[src/rtl/acc_dump.sv]
// acc_dump: captures prompt I/Q at each code-period dump into an epoch-tagged
// first-word-fall-through FIFO with sticky overflow, read over valid/ready.
module acc_dump #(
  parameter int ACC_WIDTH   = 20,
  parameter int EPOCH_WIDTH = 16,
  parameter int DEPTH       = 4
) (
  input  logic                       clk,
  input  logic                       reset,
  input  logic                       dump,
  input  logic [ACC_WIDTH-1:0]       accumulator_i,
  input  logic [ACC_WIDTH-1:0]       accumulator_q,
  input  logic                       flush,
  input  logic                       clear_overflow,
  input  logic                       out_ready,
  output logic                       out_valid,
  output logic [ACC_WIDTH-1:0]       out_i,
  output logic [ACC_WIDTH-1:0]       out_q,
  output logic [EPOCH_WIDTH-1:0]     out_epoch,
  output logic [$clog2(DEPTH):0]     count,
  output logic                       overflow
);
  localparam int AW = $clog2(DEPTH);

  logic [ACC_WIDTH-1:0]   r_mem_i [DEPTH];
  logic [ACC_WIDTH-1:0]   r_mem_q [DEPTH];
  logic [EPOCH_WIDTH-1:0] r_mem_e [DEPTH];
  logic [AW-1:0]          r_wr_ptr, r_rd_ptr;
  logic [AW:0]            r_count;
  logic [EPOCH_WIDTH-1:0] r_epoch;
  logic                   r_overflow;
  logic [ACC_WIDTH-1:0]   r_hold_i, r_hold_q;
  logic [EPOCH_WIDTH-1:0] r_hold_e;
  logic                   w_valid, w_full, w_pop, w_push, w_drop;

  assign w_valid = r_count != '0;
  assign w_full  = r_count == (AW+1)'(DEPTH);
  assign w_pop   = w_valid & out_ready;
  assign w_push  = dump & (~w_full | w_pop);
  // A dump discarded by flush is not an overflow drop.
  assign w_drop  = dump & w_full & ~w_pop & ~flush;

  always_ff @(posedge clk or negedge reset) begin
    if (!reset) begin
      r_wr_ptr   <= '0;
      r_rd_ptr   <= '0;
      r_count    <= '0;
      r_epoch    <= '0;
      r_overflow <= 1'b0;
      r_hold_i   <= '0;
      r_hold_q   <= '0;
      r_hold_e   <= '0;
    end else begin
      if (dump) r_epoch <= r_epoch + EPOCH_WIDTH'(1);
      r_overflow <= w_drop | (r_overflow & ~clear_overflow);
      // Remember the presented head so outputs hold once the FIFO drains.
      if (w_valid) begin
        r_hold_i <= r_mem_i[r_rd_ptr];
        r_hold_q <= r_mem_q[r_rd_ptr];
        r_hold_e <= r_mem_e[r_rd_ptr];
      end
      if (flush) begin
        r_wr_ptr <= '0;
        r_rd_ptr <= '0;
        r_count  <= '0;
      end else begin
        if (w_push) r_wr_ptr <= r_wr_ptr + AW'(1);
        if (w_pop) r_rd_ptr <= r_rd_ptr + AW'(1);
        r_count <= r_count + (AW+1)'(w_push) - (AW+1)'(w_pop);
      end
    end
  end

  always_ff @(posedge clk) begin
    if (w_push && !flush) begin
      r_mem_i[r_wr_ptr] <= accumulator_i;
      r_mem_q[r_wr_ptr] <= accumulator_q;
      r_mem_e[r_wr_ptr] <= r_epoch;
    end
  end

  assign out_valid = w_valid;
  assign out_i     = w_valid ? r_mem_i[r_rd_ptr] : r_hold_i;
  assign out_q     = w_valid ? r_mem_q[r_rd_ptr] : r_hold_q;
  assign out_epoch = w_valid ? r_mem_e[r_rd_ptr] : r_hold_e;
  assign count     = r_count;
  assign overflow  = r_overflow;
endmodule

[config.mk]
export PLATFORM = sky130hd
export DESIGN_NAME = acc_dump
export DESIGN_NICKNAME = d
export VERILOG_FILES = /design/src/rtl/acc_dump.sv
export SDC_FILE = /design/constraint.sdc
export NUM_CORES = 1
export LEC_CHECK = 0
export CORE_AREA = 2 2 174 176
export CTS_CLUSTER_SIZE = 14
export DETAILED_ROUTE_END_ITERATION = 16
export DIE_AREA = 0 0 176 178
export REMOVE_ABC_BUFFERS = 1
export SYNTH_ARGS = -nofsm -noshare
export SYNTH_HDL_FRONTEND = slang
export SYNTH_SLANG_ARGS = --single-unit
[constraint.sdc]
create_clock -name clk -period 3.55 [get_ports clk]
set_clock_uncertainty 0.1 [all_clocks]
set_input_delay 0.8875 -clock clk [delete_from_list [all_inputs] [get_ports clk]]
set_output_delay 0.8875 -clock clk [all_outputs]
set_load 0.05 [all_outputs]
==> impl_results.md, run 1 <==
- Gate count of the mapped netlist: 525
- Slew HR: 52.6%
- Main synth FF type: edfxtp_1
- Num Clock Sinks: 304
- Most common cell after layout, fill and taps aside: edfxtp_1
- Post-CTS Setup Repair Bufs: 0
- Initial antenna violation count: 0
- Hold/Removal Path Class: in2async
- Unrepaired setup endpoints after global routing: false
- Synth unique cells: 31
- Remaining antenna violation count: 0
- Layout area overhead: 22.5%
- # IOs: 107
- Critical Path Fanout Max: 40
- Largest net degree at the start of global routing: 58
- Final core occ: 47.3%
- Pre-CTS WS: 0.0851 ns
- DRT iter0 DRCs: 319
- Routed vias/inst: 5.04
- Commonest cells after routing, fill and taps aside: edfxtp_1 (224), dfrtp_1 (78), buf_4 (62), mux2_2 (57), mux4_2 (56)
- Post-CTS Resized: 0
- Power Total: 12600 uW
- Crit path capture type: output port
- Die ar.: 31300 sq um
- Die Ht: 178 um
- Clk slew on worst S/H paths: 0.06 ns
- Skew-Pair Late Insertion Delay: 0.50 ns
- Finish-stage setup viols: 0
- EDFF count, synth: 224
- Routed WL per cell: 20.5 um
- Die Wd: 176 um
- Final Cell Area: 13900 sq um
- Fmax: 297 MHz
- Remaining DRCs: 0
- CTS root buffer: clkbuf_16
- Starting Density: 38.6%
- Total global routing overflow: 0
- Post-synth ARST share: 26.3%
- Leakage power: 0.00486 uW
- Sequential share of the synthesized area: 76.9%
- CORE AREA: 29400 sq um
- Worst R2R Path Depth: 9
- R2r endpoint: count[2]$_DFF_PN0_
- Maxcap violations: 0
- Period Utilization, post-route: 94.7%
- Global placement routability congestion: 0.707
- Worst EP required: 2.56 ns
- Power per Cell Area: 906 nW/um^2
- Final Critical Period: 3.36 ns
- Detailed-route via count: 5412
- IO Port Bufs: 106
- Antenna Cells: 0
- Worst IR drop on VDD: 0.529 mV
- Dpl cell area: 12800 sq um
- Flop2flop setup slack: 0.93 ns
- Filler instances: 2405
- Bufs on Longest Clock Path: 3
- Final nets: 712
- CTS H-tree lvls: 2
- Worst Setup Slack, final: 0.187 ns
- Final-report max-slew violation count: 0
- Drt total wl: 22000 um
- Number of global-route vias before repair: 5987
- Share of layout cells above drive strength 1: 34.9%
- Total CTS buffers: 34
- Status: finished, final reports clean
- Drt first pass iters: 4
- Syn Area/Cell: 21.6 sq um
- FF+latch count, synth: 304
- Worst R2R Start: count[1]$_DFF_PN0_
- Global-route wire length before repair: 34500 um
- Worst-Margin Slew: 0.711 ns
- Setup TNS: 0 ns
- CP Class: reg2out
- Mapped Area: 11400 sq um
- Startpoint Class: flip-flop
- Rows: 63
- Final Hold Viols: 0
- Gr usage total: 14.5%
- Synth warn: 0
- CTS tree: yes
- Arrival time at the worst endpoint: 2.38 ns
- Post-DP HPWL: 12000 um
- Hold Buf Count CTS: 0
## state kept, by name, indices dropped and copies added, names as in the netlist, 2 cells and up
name      count
r_hold_e     16
r_mem_q      80
r_mem_i      80
r_hold_i     20
r_rd_ptr      2
r_mem_e      64
r_epoch      16
r_hold_q     20
r_wr_ptr      2
count         3
## metrics by stage
stage	std cells	hold slack (ns)
after floorplan	505	0.386
after global placement	1012	0.379
after detailed placement	1012	0.384
after CTS	1074	0.352
after global routing	1074	0.376
final	1074	0.330
## report_power, final
group	internal, uW	switching, uW	total [uW]
combinational	1670	2960	4630
sequential	4370	222	4590
clock	2050	1340	3390
## worst max-delay path by stage
| stage | from | to | slack [ns] | cells after the start |
|---|---|---|---|---|
| final | r_rd_ptr[0]$_DFFE_PN0P_ | out_i[4] | 0.19 | 4 |
| after global routing | r_rd_ptr[0]$_DFFE_PN0P_ | out_epoch[6] | 0.1 | 4 |
| after CTS | r_rd_ptr[0]$_DFFE_PN0P_ | out_epoch[6] | 0.14 | 4 |
| after detailed placement | out_ready | count[2]$_DFF_PN0_ | 0.09 | 10 |
| after global placement | out_ready | count[2]$_DFF_PN0_ | 0.18 | 10 |
| after floorplan | count[2]$_DFF_PN0_ | out_valid | -3.32 | 2 |
## layer usage
layer | vias up | part of all wire, % | global-route usage [%]
li1 | 2366 | - | -
met1 | 2894 | 44 | 19.6
met2 | 119 | 49 | 24.2
met3 | 33 | 4.6 | 2.94
met4 | 0 | 1.8 | 3.82
met5 | - | 0 | 0
## cell families (layout without fill, tap and decap cells)
group,Yosys count,in the layout,synth area share [%]
XOR/XNOR,19,19,1.47
buffers and inverters,30,189,1.47
AO/OA/AOI/OAI,7,7,0.375
AND/OR/NAND/NOR,44,44,2.10
adder cells (fa/ha/maj),8,8,0.948
flip-flops,304,304,76.9
multiplexers,113,113,16.8
## critical path: stages, from the launching register on
cell and delay, ns:
dfrtp_4 0.42, buf_12 0.28, mux4_2 0.55, mux2_2 0.32, buf_4 0.20
## cell usage after synthesis, types with 2 or more instances
cell / count / area share [%]
dfrtp_1: 80 / 18
buf_6: 2 / 0.20
xor2_1: 14 / 1.1
mux4_2: 56 / 11
nand4_1: 9 / 0.50
and2_1: 4 / 0.22
a21oi_1: 2 / 0.088
nor4_1: 6 / 0.33
buf_1: 3 / 0.099
nand2_1: 7 / 0.23
xnor2_1: 5 / 0.39
clkbuf_1: 4 / 0.13
buf_2: 9 / 0.40
o21ai_0: 2 / 0.088
inv_1: 10 / 0.33
nand3_1: 3 / 0.13
nor3_1: 5 / 0.22
ha_1: 7 / 0.77
edfxtp_1: 224 / 59
mux2_2: 57 / 5.7
nor2_1: 6 / 0.20
## area by class of cell
type                            instances  area, sq um  area share [%]
Clock buffer                           49          967            6.95
Inverter                               10         37.5           0.270
Timing Repair Buffer                  117         1090            7.81
Tap cell                              390          488            3.51
Clock inverter                         13          133           0.953
Multi-Input combinational cell        191         2470            17.7
Sequential cell                       304         8730            62.8
No activity file was read; power rests on OpenSTA's default activity.
==> run 2, diff against run 1 <==
--- a/config.mk
+++ b/config.mk
@@ -9,7 +9,6 @@
 export CTS_CLUSTER_SIZE = 14
 export DETAILED_ROUTE_END_ITERATION = 16
 export DIE_AREA = 0 0 176 178
-export REMOVE_ABC_BUFFERS = 1
 export SYNTH_ARGS = -nofsm -noshare
 export SYNTH_HDL_FRONTEND = slang
 export SYNTH_SLANG_ARGS = --single-unit
==> impl_results.md, run 2 (synthesized netlist as in run 1, its figures left out) <==
- Worst-Margin Slew: 0.782 ns
- Final Critical Period: 3.40 ns
- Flop2flop setup slack: 0.94 ns
- Routed WL per cell: 20.2 um
- IO Port Bufs: 106
- Skew-Pair Late Insertion Delay: 0.55 ns
- Total global routing overflow: 0
- Period Utilization, post-route: 95.9%
- R2r endpoint: count[2]$_DFF_PN0_
- Net Count, Synth: 579
- CP Class: reg2out
- Clk slew on worst S/H paths: 0.06 ns
- Maxcap violations: 0
- Post-DP HPWL: 13200 um
- Worst Path Buf+Inv: 3
- Remaining DRCs: 0
- Die ar.: 31300 sq um
- Power per Cell Area: 905 nW/um^2
- Fmax: 294 MHz
- Setup TNS: 0 ns
- Global-route wire length before repair: 34300 um
- Commonest cells after routing, fill and taps aside: edfxtp_1 (224), dfrtp_1 (78), buf_4 (73), mux2_2 (57), mux4_2 (56)
- Share of layout cells above drive strength 1: 36.3%
- Remaining antenna violation count: 0
- Critical Path Fanout Max: 24
- Final Hold Viols: 0
- Total CTS buffers: 31
- CTS H-tree lvls: 1
- Die Wd: 176 um
- Most common cell after layout, fill and taps aside: edfxtp_1
- # IOs: 107
- Startpoint Class: flip-flop
- Drt first pass iters: 6
- Routed vias/inst: 5.00
- Cell Chain, Critical Path: nor3_2 -> buf_12 -> inv_1 -> clkdlybuf4s50_1
- Gr usage total: 14.2%
- CP delay by family, top: buffers and inverters
- Final-report max-slew violation count: 0
- Detailed-route via count: 5402
- Global placement routability congestion: 0.743
- Initial antenna violation count: 0
- Number of global-route vias before repair: 5889
- Largest net degree at the start of global routing: 54
- Layout area overhead: 23.1%
- Final nets: 720
- Rows: 63
- DRT iter0 DRCs: 364
- Dpl cell area: 12900 sq um
- Hold/Removal Path Class: in2async
- Num Clock Sinks: 304
- Bufs on Longest Clock Path: 3
- Drt total wl: 21900 um
- Unrepaired setup endpoints after global routing: false
- CTS root buffer: clkbuf_16
- Worst R2R Start: count[1]$_DFF_PN0_
- Antenna Cells: 0
- Final Cell Area: 14000 sq um
- Finish-stage setup viols: 0
- Die Ht: 178 um
- Hold Buf Count CTS: 0
- Worst EP required: 2.56 ns
- Status: finished, final reports clean
- Worst IR drop on VDD: 0.413 mV
- Crit path capture type: output port
- Starting Density: 38.6%
- Slew HR: 47.9%
- CTS tree: yes
- Arrival time at the worst endpoint: 2.42 ns
- Worst stage delay on the critical path: 0.70 ns
- CORE AREA: 29400 sq um
- Leakage power: 0.00491 uW
- Worst R2R Path Depth: 9
- Slowest cell on the critical path: clkdlybuf4s50_1
- Largest regs: r_mem_i: 80 flops, r_mem_q: 80 flops, r_mem_e: 64 flops
## run 2: worst max-delay path by stage
stage                             from                 endpoint  slack (ns)  cells after the start
6_report            count[2]$_DFF_PN0_                out_valid        0.15                      4
5_1_grt             count[2]$_DFF_PN0_                out_valid        0.04                      4
4_1_cts        r_rd_ptr[0]$_DFFE_PN0P_             out_epoch[6]        0.02                      4
3_5_place_dp                 out_ready       count[2]$_DFF_PN0_        0.12                     10
3_3_place_gp                 out_ready       count[2]$_DFF_PN0_        0.16                     10
2_1_floorplan                    flush  r_mem_e[0][0]$_DFFE_PP_        0.51                      3
## run 2: what timing repair did
action                     4_1_cts  5_1_grt
resized for setup                1        1
setup endpoints to repair        1       32
setup buffers                    0        1
## run 2: power by group
part / switching, uW / leakage, uW / internal (uW)
clock network: 1320 / 0.000530 / 2090
registers: 231 / 0.00297 / 4370
logic: 2930 / 0.00141 / 1720
total: 4480 / 0.00491 / 8180
## run 2: stage by stage
stage | hold WS, ns | std cells | util (%) | total power (uW) | setup slack, ns
final | 0.316 | 1081 | 47.5 | 12700 | 0.147
after global routing | 0.351 | 1081 | 47.5 | 13200 | 0.0439
after CTS | 0.322 | 1080 | 47.5 | 12800 | 0.0186
after detailed placement | 0.383 | 1022 | 43.8 | 9380 | 0.116
after global placement | 0.381 | 1022 | 43.8 | 9310 | 0.161
after floorplan | 0.386 | 525 | - | 8000 | 0.506
## run 2: final cells by class
class / instances / area, sq um
fill: 2445 / 15400
timing repair buffer: 128 / 1160
sequential: 304 / 8730
clock buffer: 42 / 877
inverter: 10 / 37.5
tap: 390 / 488
multi-input combinational: 191 / 2470
clock inverter: 16 / 218
## run 2: metal layers
layer	share of wire [%]	routed length, um	global-route usage (%)	up-vias
li1	-	-	-	2377
met1	44	9680	19.5	2880
met2	49	10800	23.8	113
met3	4.3	943	2.22	32
met4	2.0	442	4.17	0
met5	0	0	0	-
==> run 3, diff against run 2 <==
--- a/config.mk
+++ b/config.mk
@@ -5,10 +5,11 @@
 export SDC_FILE = /design/constraint.sdc
 export NUM_CORES = 1
 export LEC_CHECK = 0
-export CORE_AREA = 2 2 174 176
+export CORE_AREA = 2 2 162 164
 export CTS_CLUSTER_SIZE = 14
 export DETAILED_ROUTE_END_ITERATION = 16
-export DIE_AREA = 0 0 176 178
+export DIE_AREA = 0 0 164 166
+export REMOVE_ABC_BUFFERS = 1
 export SYNTH_ARGS = -nofsm -noshare
 export SYNTH_HDL_FRONTEND = slang
 export SYNTH_SLANG_ARGS = --single-unit
==> impl_results.md, run 3 (synthesized netlist as in run 1, its figures left out) <==
- Final Critical Period: 3.43 ns
- Setup TNS: 0 ns
- CTS tree: yes
- Worst Setup Slack, final: 0.115 ns
- Worst EP required: 2.56 ns
- Layout area overhead: 22.5%
- Pre-CTS WS: 0.107 ns
- Crit path capture type: output port
- Global placement routability congestion: 0.745
- Period Utilization, post-route: 96.8%
- Share of layout cells above drive strength 1: 33.9%
- Total global routing overflow: 0
- Starting Density: 44.3%
- Total CTS buffers: 31
- Remaining antenna violation count: 0
- Finish-stage setup viols: 0
- Post-DP HPWL: 12100 um
- Commonest cells after routing, fill and taps aside: edfxtp_1 (224), dfrtp_1 (78), buf_4 (60), mux2_2 (57), mux4_2 (56)
- Switching Fraction: 35.9%
- Num Clock Sinks: 304
- Number of global-route vias before repair: 5912
- IO Port Bufs: 106
- Internal power: 7910 uW
- Drt total wl: 21300 um
- Filler instances: 1985
- Maxcap violations: 0
- Die Ht: 166 um
- Worst stage delay on the critical path: 0.56 ns
- Most common cell after layout, fill and taps aside: edfxtp_1
- FF/Latch Area: 8730 sq um
- Clk slew on worst S/H paths: 0.06 ns
- Logic pwr share: 38.6%
- Status: finished, final reports clean
- Startpoint Class: flip-flop
- DRT iter0 DRCs: 325
- Final-report max-slew violation count: 0
- Slew HR: 64.6%
- Worst-Margin Slew: 0.531 ns
- Slowest cell on the critical path: mux4_2
- Global-route wire length before repair: 33400 um
- Unrepaired setup endpoints after global routing: false
- CTS root buffer: clkbuf_16
- Skew-Pair Late Insertion Delay: 0.54 ns
- Rows: 59
- Detailed-route via count: 5377
- Largest regs: r_mem_i: 80 flops, r_mem_q: 80 flops, r_mem_e: 64 flops
- Remaining DRCs: 0
- Final Hold Viols: 0
- Drt first pass iters: 4
- CORE AREA: 25600 sq um
- Worst Path Buf+Inv: 4
- Initial antenna violation count: 0
- CP Class: reg2out
- Worst IR drop on VDD: 0.610 mV
- Sequential Power Share: 37.3%
- Arrival time at the worst endpoint: 2.45 ns
- Largest net degree at the start of global routing: 44
- # IOs: 107
- Clock Power Share: 24.1%
- Final nets: 724
- Gr usage total: 16.0%
- Critical Path Fanout Max: 11
- Hold/Removal Path Class: in2async
- CTS H-tree lvls: 1
- Die ar.: 27200 sq um
- Sw Pwr: 4430 uW
- CP delay by family, top: multiplexers
- Cell Chain, Critical Path: buf_12 -> buf_6 -> buf_16 -> mux4_2 -> mux2_2 -> buf_4
- Antenna Cells: 0
- Multi-input gate area: 2470 sq um
- Routed vias/inst: 5.23
- Power per Cell Area: 887 nW/um^2
- Fmax: 291 MHz
- Bufs on Longest Clock Path: 3
- Leakage power: 0.00489 uW
- Routed WL per cell: 20.7 um
- Die Wd: 164 um
==> run 3: power groups by stage <==
| stage | Sequential (uW) | Clock (uW) | Combinational, uW |
|---|---|---|---|
| final | 4600 | 2970 | 4770 |
| after global routing | 4660 | 3200 | 5020 |
| after CTS | 4600 | 3060 | 4790 |
| after detailed placement | 4720 | 0 | 4630 |
| after global placement | 4690 | 0 | 4590 |
| after floorplan | 4770 | 0 | 3210 |
==> run 3: layer usage <==
layer | global-route usage (%) | routed length [um] | vias to the layer above
met2 | 26.5 | 10400 | 134
met5 | 0 | 0 | -
met1 | 22.4 | 9470 | 2808
met3 | 2.85 | 1130 | 34
li1 | - | - | 2401
met4 | 3.66 | 342 | 0
==> run 3: cell type report <==
cell class | instances | area share, %
Tap cell | 335 | 3.01
Inverter | 10 | 0.270
Clock inverter | 11 | 0.567
Timing Repair Buffer | 132 | 9.44
Multi-Input combinational cell | 191 | 17.7
Clock buffer | 45 | 6.17
Sequential cell | 304 | 62.8
==> run 3: final timing paths <==
path	startpoint	endpoint	slack (ns)	cells after the start
max in group asynchronous	reset	r_rd_ptr[0]$_DFFE_PN0P_	2.47	2
setup / recovery	r_rd_ptr[0]$_DFFE_PN0P_	out_epoch[8]	0.12	6
setup reg to reg	count[0]$_DFF_PN0_	count[2]$_DFF_PN0_	0.94	9
hold / removal	reset	r_hold_q[1]$_DFF_PN0_	0.22	1
min in group clk	r_hold_i[17]$_DFF_PN0_	r_hold_i[17]$_DFF_PN0_	0.39	1
hold reg to reg	r_hold_i[17]$_DFF_PN0_	r_hold_i[17]$_DFF_PN0_	0.39	1
==> run 3: what timing repair did <==
| action | CTS | global route |
|---|---|---|
| resized for setup | 14 | 2 |
| endpoints found under the setup margin | 56 | 32 |
| buffers inserted | 4 | 5 |
| gates cloned | 2 | 0 |
| hold buffers | 0 | 0 |
==> run 3: per-stage QoR <==
step	power [uW]	area (sq um)	hold WS, ns	util [%]	cells
floorplan	7980	11200	0.386	-	505
global placement	9280	12800	0.380	50.0	961
detailed placement	9350	12800	0.381	50.0	961
CTS	12500	13900	0.224	54.1	1023
global route	12900	13900	0.245	54.3	1028
finish	12300	13900	0.224	54.3	1028
